$ cat src/rtl/vend_pkg.sv
// Shared vending definitions: coin encodings, coin values in units of 10 rupees,
// and the change-dispenser state encoding.
package vend_pkg;

  localparam logic [1:0] COIN_10 = 2'b00;
  localparam logic [1:0] COIN_20 = 2'b01;
  localparam logic [1:0] COIN_50 = 2'b10;

  localparam int VAL_10 = 1;
  localparam int VAL_20 = 2;
  localparam int VAL_50 = 5;

  typedef enum logic [2:0] {
    ST_IDLE   = 3'd0,
    ST_SELECT = 3'd1,
    ST_ISSUE  = 3'd2,
    ST_DONE   = 3'd3,
    ST_FAIL   = 3'd4
  } disp_state_e;

  // 2'b11 is never issued, so it maps to zero value.
  function automatic int coin_value(input logic [1:0] coin);
    case (coin)
      COIN_10: coin_value = VAL_10;
      COIN_20: coin_value = VAL_20;
      COIN_50: coin_value = VAL_50;
      default: coin_value = 0;
    endcase
  endfunction

endpackage

$ cat src/rtl/change_dispenser_inventory.sv
// Per-denomination hopper inventory: reload on refill, decrement on an acked
// ejection, and nonzero flags for the coin selector.
module coin_inventory
  import vend_pkg::*;
#(
  parameter int CNT_W   = 6,
  parameter int INIT_50 = 8,
  parameter int INIT_20 = 8,
  parameter int INIT_10 = 8
) (
  input  logic             clk,
  input  logic             reset,
  input  logic             refill_load,
  input  logic             dec_en,
  input  logic [1:0]       dec_type,
  output logic [CNT_W-1:0] cnt50,
  output logic [CNT_W-1:0] cnt20,
  output logic [CNT_W-1:0] cnt10,
  output logic             nz50,
  output logic             nz20,
  output logic             nz10
);

  logic [CNT_W-1:0] cnt50_q, cnt50_d;
  logic [CNT_W-1:0] cnt20_q, cnt20_d;
  logic [CNT_W-1:0] cnt10_q, cnt10_d;

  // Decrement only ever hits a nonzero counter: the selector never picks an empty tube.
  always_comb begin
    cnt50_d = cnt50_q;
    cnt20_d = cnt20_q;
    cnt10_d = cnt10_q;
    if (refill_load) begin
      cnt50_d = CNT_W'(INIT_50);
      cnt20_d = CNT_W'(INIT_20);
      cnt10_d = CNT_W'(INIT_10);
    end else if (dec_en) begin
      case (dec_type)
        COIN_50: cnt50_d = cnt50_q - 1'b1;
        COIN_20: cnt20_d = cnt20_q - 1'b1;
        COIN_10: cnt10_d = cnt10_q - 1'b1;
        default: ;
      endcase
    end
  end

  always_ff @(posedge clk) begin
    if (reset) begin
      cnt50_q <= CNT_W'(INIT_50);
      cnt20_q <= CNT_W'(INIT_20);
      cnt10_q <= CNT_W'(INIT_10);
    end else begin
      cnt50_q <= cnt50_d;
      cnt20_q <= cnt20_d;
      cnt10_q <= cnt10_d;
    end
  end

  assign cnt50 = cnt50_q;
  assign cnt20 = cnt20_q;
  assign cnt10 = cnt10_q;
  assign nz50  = (cnt50_q != '0);
  assign nz20  = (cnt20_q != '0);
  assign nz10  = (cnt10_q != '0);

endmodule

$ cat src/rtl/change_dispenser.sv
// Coin-return controller: accepts a change amount, pays it out largest coin
// first over a valid/ack handshake, and reports done or shortfall.
module change_dispenser
  import vend_pkg::*;
#(
  parameter int AMT_W   = 4,
  parameter int CNT_W   = 6,
  parameter int INIT_50 = 8,
  parameter int INIT_20 = 8,
  parameter int INIT_10 = 8
) (
  input  logic             clk,
  input  logic             reset,
  input  logic             req_valid,
  input  logic [AMT_W-1:0] req_amount,
  output logic             req_ready,
  output logic             coin_valid,
  output logic [1:0]       coin_type,
  input  logic             coin_ack,
  output logic             done,
  output logic             fail,
  output logic [AMT_W-1:0] remaining,
  output logic [CNT_W-1:0] cnt50,
  output logic [CNT_W-1:0] cnt20,
  output logic [CNT_W-1:0] cnt10,
  input  logic             refill
);

  // Handshakes: a request transfers on a clock edge where req_valid && req_ready;
  // a coin transfers on an edge where coin_valid && coin_ack, and coin_type is
  // held constant from coin_valid rising until that edge.

  disp_state_e      state_q, state_d;
  logic [AMT_W-1:0] remaining_q, remaining_d;
  logic             coin_valid_q, coin_valid_d;
  logic [1:0]       coin_type_q, coin_type_d;
  logic             done_q, done_d;
  logic             fail_q, fail_d;

  logic dec_en;
  logic refill_load;
  logic nz50, nz20, nz10;

  assign refill_load = refill && (state_q == ST_IDLE);

  coin_inventory #(
    .CNT_W  (CNT_W),
    .INIT_50(INIT_50),
    .INIT_20(INIT_20),
    .INIT_10(INIT_10)
  ) u_inventory (
    .clk        (clk),
    .reset      (reset),
    .refill_load(refill_load),
    .dec_en     (dec_en),
    .dec_type   (coin_type_q),
    .cnt50      (cnt50),
    .cnt20      (cnt20),
    .cnt10      (cnt10),
    .nz50       (nz50),
    .nz20       (nz20),
    .nz10       (nz10)
  );

  always_comb begin
    state_d      = state_q;
    remaining_d  = remaining_q;
    coin_valid_d = coin_valid_q;
    coin_type_d  = coin_type_q;
    done_d       = 1'b0;
    fail_d       = 1'b0;
    dec_en       = 1'b0;
    case (state_q)
      ST_IDLE: begin
        if (req_valid) begin
          remaining_d = req_amount;
          state_d     = ST_SELECT;
        end
      end
      // Greedy pick: a coin is chosen only if its value fits, so remaining never underflows.
      ST_SELECT: begin
        if (remaining_q == '0) begin
          done_d  = 1'b1;
          state_d = ST_DONE;
        end else if (int'(remaining_q) >= VAL_50 && nz50) begin
          coin_type_d  = COIN_50;
          coin_valid_d = 1'b1;
          state_d      = ST_ISSUE;
        end else if (int'(remaining_q) >= VAL_20 && nz20) begin
          coin_type_d  = COIN_20;
          coin_valid_d = 1'b1;
          state_d      = ST_ISSUE;
        end else if (nz10) begin
          coin_type_d  = COIN_10;
          coin_valid_d = 1'b1;
          state_d      = ST_ISSUE;
        end else begin
          fail_d  = 1'b1;
          state_d = ST_FAIL;
        end
      end
      ST_ISSUE: begin
        if (coin_ack) begin
          remaining_d  = remaining_q - AMT_W'(coin_value(coin_type_q));
          dec_en       = 1'b1;
          coin_valid_d = 1'b0;
          state_d      = ST_SELECT;
        end
      end
      ST_DONE: begin
        remaining_d = '0;
        state_d     = ST_IDLE;
      end
      ST_FAIL: begin
        state_d = ST_IDLE;
      end
      default: begin
        state_d = ST_IDLE;
      end
    endcase
  end

  always_ff @(posedge clk) begin
    if (reset) begin
      state_q      <= ST_IDLE;
      remaining_q  <= '0;
      coin_valid_q <= 1'b0;
      coin_type_q  <= COIN_10;
      done_q       <= 1'b0;
      fail_q       <= 1'b0;
    end else begin
      state_q      <= state_d;
      remaining_q  <= remaining_d;
      coin_valid_q <= coin_valid_d;
      coin_type_q  <= coin_type_d;
      done_q       <= done_d;
      fail_q       <= fail_d;
    end
  end

  assign req_ready  = (state_q == ST_IDLE) && !reset;
  assign coin_valid = coin_valid_q;
  assign coin_type  = coin_type_q;
  assign done       = done_q;
  assign fail       = fail_q;
  assign remaining  = remaining_q;

endmodule

$ cat config.mk
export PLATFORM = sky130hd
export DESIGN_NAME = change_dispenser
export DESIGN_NICKNAME = d
export VERILOG_FILES = /design/src/rtl/vend_pkg.sv /design/src/rtl/change_dispenser_inventory.sv /design/src/rtl/change_dispenser.sv
export SDC_FILE = /design/constraint.sdc
export NUM_CORES = 1
export LEC_CHECK = 0
export ABC_AREA = 1
export BUFFER_PORTS_ARGS = -buffer_cell sky130_fd_sc_hd__buf_2
export CORE_MARGIN = 1.5
export CORE_UTILIZATION = 44
export DETAILED_ROUTE_END_ITERATION = 6
export HOLD_SLACK_MARGIN = 0.12
export PLACE_DENSITY = 0.7
export SYNTH_ARGS = -nofsm -noshare
export SYNTH_HDL_FRONTEND = slang
export SYNTH_HIERARCHICAL = 1
export SYNTH_SLANG_ARGS = --single-unit
$ cat constraint.sdc
create_clock -name clk -period 1.55 [get_ports clk]
set_input_delay 0.31 -clock clk [delete_from_list [all_inputs] [get_ports clk]]
set_output_delay 0.31 -clock clk [all_outputs]
set_load 0.02 [all_outputs]
# [Word-level counts from Yosys, hierarchy flattened]
# Index checks and enable logic that the tools add are counted.
[totals] regBits=30 latch_bits=0 mem_bits_rw=0 mem_bits_ro=0 in_bits=9 output_inout_bits=28 wordCells=76 mem_count=0
[classes] addsub=4 mul=0 div_mod_pow=0 order_cmp=2 eq_ne=9 shift=0 muxes=26 bitwise=2 reduce_logical=24
[op_table] operator="2-to-1 mux 3 bit" count=6
[op_table] operator="case mux 3 bit (3 select lines)" count=2
[op_table] operator="nonzero test 6 bit" count=3
[op_table] operator="subtractor 6 x 1 -> 6 bit (second input constant)" count=3
[op_table] operator="2-to-1 mux 4 bit" count=4
[op_table] operator="case mux 4 bit (3 select lines)" count=1
[op_table] operator="2-to-1 mux 1 bit" count=9
[op_table] operator="AND reduction 2 bit" count=4
[op_table] operator="== test 3 x 2 -> 1 bit (second input constant)" count=2
[op_table] operator="2-to-1 mux 2 bit" count=3
[op_table] operator="inequality test 2 bit (second input constant)" count=3
[op_table] operator="AND reduction 3 bit" count=2
[op_table] operator="nonzero test 3 bit" count=2
[op_table] operator="OR reduction 5 bit" count=1
[op_table] operator=">= comparator 4 x 2 -> 1 bit (second input constant)" count=1
[op_table] operator=">= comparator 4 x 3 -> 1 bit (second input constant)" count=1
[op_table] operator="logical AND 1 bit" count=4
[op_table] operator="logical NOT 4 bit" count=1
[op_table] operator="inequality test 4 bit (second input constant)" count=1
[op_table] operator="AND reduction 4 bit" count=1
[op_table] operator="OR reduction 2 bit" count=2
[op_table] operator="subtractor 4 bit" count=1
[op_table] operator="== test 3 x 1 -> 1 bit (second input constant)" count=1
[op_table] operator="logical NOT 3 bit" count=1
[op_table] operator="7 further kinds" count=8

# [Longest topological paths before layout]
[depth] depth_word=7 mapped_depth=11 depth_no_buf=11

# [Cells and area by module]
# The synthesis kept the hierarchy.
[modules_own_cells] mod="coin_inventory" n_inst=1 cells_each=139 area_per_inst_um2=950.9 seq_area_each_um2=360.3
[modules_own_cells] mod="change_dispenser" n_inst=1 cells_each=105 area_per_inst_um2=713.2 seq_area_each_um2=240.2

# [Least setup slack after synthesis]
# Ideal clock, no wire load.
[synth_timing] kind="register to register" start="register coin_type_q[0] (netlist: coin_type[0])" end="register remaining_q[2] (netlist: remaining[2])" setup_time_ns=0.113 t_arrival_ns=1.747 required_ns=1.437 slack_ns=-0.310 stages_incl_launch_ff=8 n_path_buf=0 synth_period_minus_slack_ns=1.860 cell_sequence="dfxtp_1 -> inv_1 -> or2_2 -> fa_1 -> xnor2_1 -> o21ai_0 -> nor2_1 -> nor2_1"
[synth_between] elab_chain_len=7 word_cells_on_any_way=9 cone_classes="add/sub: 1; eq/ne: 2; mux: 5; reduce/logical: 1"
[synth_lines] item="from (decl)" line="change_dispenser.sv:36" source="logic [1:0] coin_type_q, coin_type_d;"
[synth_lines] item="from (signal assigned)" line="change_dispenser.sv:135" source="coin_type_q <= coin_type_d;"
[synth_lines] item="== test 2 bit (tied with other cells)" line="vend_pkg.sv:23" source="case (coin)"
[synth_lines] item="case mux 3 bit (3 select lines) (*)" line="vend_pkg.sv:23"
[synth_lines] item="2-to-1 mux 4 bit (*)" line="change_dispenser.sv:103" source="if (coin_ack) begin"
[synth_lines] item="2-to-1 mux 4 bit (*)" line="change_dispenser.sv:73" source="case (state_q)"
[synth_lines] item="subtractor 4 bit (*)" line="change_dispenser.sv:104" source="remaining_d = remaining_q - AMT_W'(coin_value(coin_type_q));"
[synth_lines] item="2-to-1 mux 4 bit (*)" line="change_dispenser.sv:103"
[synth_lines] item="case mux 4 bit (3 select lines) (*)" line="change_dispenser.sv:73"
[synth_lines] item="to (signal assigned)" line="change_dispenser.sv:133" source="remaining_q <= remaining_d;"
[synth_lines] item="to (decl)" line="change_dispenser.sv:34" source="logic [AMT_W-1:0] remaining_q, remaining_d;"
# Every way passes the cells marked *; elsewhere a longest branch is shown, timed or not. The select of a mux whose other input is x is not followed.
# A chain may end at the register's enable or synchronous reset.

# [Worst setup path after layout]
[layout_timing] start="register state_q[0]" end="output port req_ready"
[layout_between] elab_chain_len=2
[layout_lines] item="from (decl)" line="change_dispenser.sv:33" source="disp_state_e state_q, state_d;"
[layout_lines] item="from (signal assigned)" line="change_dispenser.sv:132" source="state_q <= state_d;"
[layout_lines] item="logical NOT 3 bit" line="change_dispenser.sv:141" source="assign req_ready = (state_q == ST_IDLE) && !reset;"
[layout_lines] item="logical AND 1 bit" line="change_dispenser.sv:141"
[layout_lines] item="to (decl)" line="change_dispenser.sv:16" source="output logic req_ready,"
# No other way between the ends.

==> impl_metrics.json <==
{
  "pwr_density_cell_nw_per_um2": 1010,
  "clock-root-buffer": "clkbuf_8",
  "grt_usage_pct": 19.4,
  "synth_common_cells": "47 x nand2_1, 38 x nor2_1, 34 x inv_1, 30 x dfxtp_1, 22 x nand3_1",
  "start_util_pct": 45.8,
  "hold_path_class": "in -> reg",
  "power_w": 0.00211,
  "synth_area_leader_cell": "dfxtp_1",
  "grt_max_degree": 13,
  "ys.flop_type": "dfxtp_1",
  "combPwrFrac_pct": 28.2,
  "cap_violations": 0,
  "ir_drop_v": 0.000503,
  "routedWlPerCell_um": 11.1,
  "fin_skew_ps": 5.60,
  "port_buffers": 36,
  "worstSetupPathType": "reg -> out",
  "synthesis.nets": 263,
  "clk_pin_slew_ps": 60,
  "setup_ws_ps": 52.5,
  "ys_ff_latch": 30,
  "core_area_um2": 3630,
  "avgSynthCellArea_um2": 6.82,
  "num_rows": 22,
  "worstMarginPinSlew_ps": 262,
  "synth_edf_count": 0,
  "wl_um": 3780,
  "drive_gt1_share_pct": 27.6,
  "setup_viol_count_final": 0,
  "grt_pass1_vias": 1407,
  "r2r_cells": 8,
  "clock-sinks": 30,
  "grt_pass1_wl_um": 6110,
  "fmax_ghz": 0.668,
  "die_w_um": 64.5,
  "grt-ovfl-total": 0,
  "fillCellCount": 359,
  "met2WireLength_um": 1770,
  "yosysWarnings": 6,
  "dp_hpwl_um": 2740,
  "outcome": "complete, no violations",
  "antenna_found_initial": 0,
  "drc": 0,
  "path_max_fanout": 3,
  "drt_iter0_markers": 89,
  "relSlewSlack_pct": 82.5,
  "swShare_pct": 33.7,
  "highest_layer": "met4",
  "diodes": 0,
  "vias": 1678,
  "fin_crit_ps": 1500,
  "syn-cell-area_um2": 1660,
  "drt-pass1-iter-count": 7,
  "synthTopCellsByArea": "dfxtp_1 36%, nand2_1 11%, nor2_1 8.6%",
  "gp_congestion": 0.788,
  "clock_latency_ps": 280,
  "cp_cell_sequence": "nor2_4 -> buf_4 -> nand2_1 -> nor2_1 -> buf_4",
  "cp-start-kind": "flip-flop",
  "viasPerCell": 4.92,
  "cts_tree": "yes",
  "cts_buffer_depth": 2,
  "synth_top_cell_area_share_pct": 36.1,
  "drv_slew": 0,
  "p_leak_nw": 1.02,
  "worstPathRequired_ps": 1240,
  "cts_htree_levels": 2,
  "end_kind": "primary output",
  "cts_made_buffers": 5,
  "crit_arrival_ps": 1190,
  "die_y_um": 64.5,
  "holdBufCountCts": 0,
  "die_area_um2": 4160,
  "io_pins": 37,
  "fin_tns_setup_ps": 0,
  "p_seq_share_pct": 40.9,
  "fin_nets": 311,
  "synthToLayoutAreaGrowth_pct": 25.3,
  "internal_power_w": 0.00140,
  "min_period_over_period_pct": 96.6,
  "switching_power_w": 0.000709,
  "pre_cts_ws_ps": 68.1,
  "syn_inst": 244,
  "ys_types": 26,
  "yosysMostFrequentCell": "nand2_1",
  "slowest_delay_ps": 340,
  "whs_ps": 296,
  "crit_top_cell": "buf_4",
  "wl_met1_um": 1690,
  "rsz0062_at_grt": "true",
  "async_flop_share_pct": 0,
  "ant_nets": 0,
  "hold_depth": 2,
  "dr_wl_met3_um": 233,
  "clock_power_share_pct": 30.9,
  "yosysSeqAreaShare_pct": 36.1,
  "cp_slowest_cell": "dfxtp_2",
  "hold_viol": 0
}
## through the flow
step | util, % | std cells | instance area (µm²)
after floorplan | - | 244 | 1680
after global placement | 53.7 | 332 | 1950
after detailed placement | 53.7 | 332 | 1950
after CTS | 56.2 | 340 | 2040
after global routing | 57.4 | 341 | 2090
final | 57.4 | 341 | 2090
## state kept, by name (all words and copies together), names as in the netlist
signal	flops
u_inventory/cnt50	6
coin_valid	1
done	1
u_inventory/cnt10	6
state_q	3
u_inventory/cnt20	6
remaining	4
fail	1
coin_type	2
## cell type report
| class | instances | area [µm²] | area share (%) |
|---|---|---|---|
| well taps | 48 | 60.1 | 2.88 |
| flip-flops and latches | 30 | 609 | 29.2 |
| inverters | 35 | 131 | 6.30 |
| clock inverters | 1 | 5.00 | 0.240 |
| multi-input cells | 177 | 955 | 45.8 |
| clock buffers | 7 | 86.3 | 4.14 |
| repair buffers | 43 | 239 | 11.5 |
## layer usage
metal | global-route usage (%) | up-vias
li1 | - | 877
met1 | 23.4 | 741
met2 | 31.3 | 54
met3 | 6.25 | 6
met4 | 9.04 | 0
met5 | 0 | -
## worst paths after layout
kind	start	end	slack (ps)
worst min-delay path	reset	coin_type[0]$_SDFFE_PP0P_	300
worst max register to register	remaining[0]$_SDFFE_PP0P_	remaining[1]$_SDFFE_PP0P_	110
worst min register to register	u_inventory/cnt10[0]$_SDFFE_PP0P_	u_inventory/cnt10[0]$_SDFFE_PP0P_	480
worst max-delay path	state_q[0]$_SDFFE_PP0P_	req_ready	50
## cells in the final DEF (no fill, tap or decap), types with 2 or more instances in the layout
cell type	netlist	routed
ha_1	9	9
o21ai_1	3	3
inv_1	34	33
dfxtp_1	30	25
buf_4	0	7
nor2_4	3	3
dfxtp_2	0	4
a31oi_1	2	2
nand3_2	2	4
buf_2	1	35
nor3_1	5	5
nand3_1	22	20
nand2_2	4	7
nand4_1	3	3
nor2_2	3	7
clkbuf_8	0	6
inv_2	1	2
a21oi_1	19	19
nor2_1	38	34
o21ai_0	10	10
nand2_1	47	44
## cells by family after synthesis
kind of cell | share of synthesized area [%]
buffers and inverters | 8.50
xor gates and xnor gates | 0.526
AOI/OAI and AO/OA | 11.8
adders and majority gates | 7.97
DFF | 36.1
and+or+nand+nor | 35.1
## what timing repair did
action                     4_1_cts  5_1_grt
buffers inserted                 0        1
setup endpoints to repair        0       11
gates resized for setup          0       13
## power by group through the flow
| stage | registers (W) | clock network (W) | logic, W |
|---|---|---|---|
| final | 0.000861 | 0.000651 | 0.000593 |
| after global routing | 0.000868 | 0.000691 | 0.000675 |
| after CTS | 0.000860 | 0.000670 | 0.000566 |
| after detailed placement | 0.000877 | 0 | 0.000564 |
| after global placement | 0.000877 | 0 | 0.000556 |
| after floorplan | 0.000935 | 0 | 0.000354 |
## worst max-delay path: cells and delay by family, from the launching register on
family        cells  cell delay, ps
flops             1             340
buf+inv           2             270
simple gates      3             280
(Power assumes the default switching activity.)
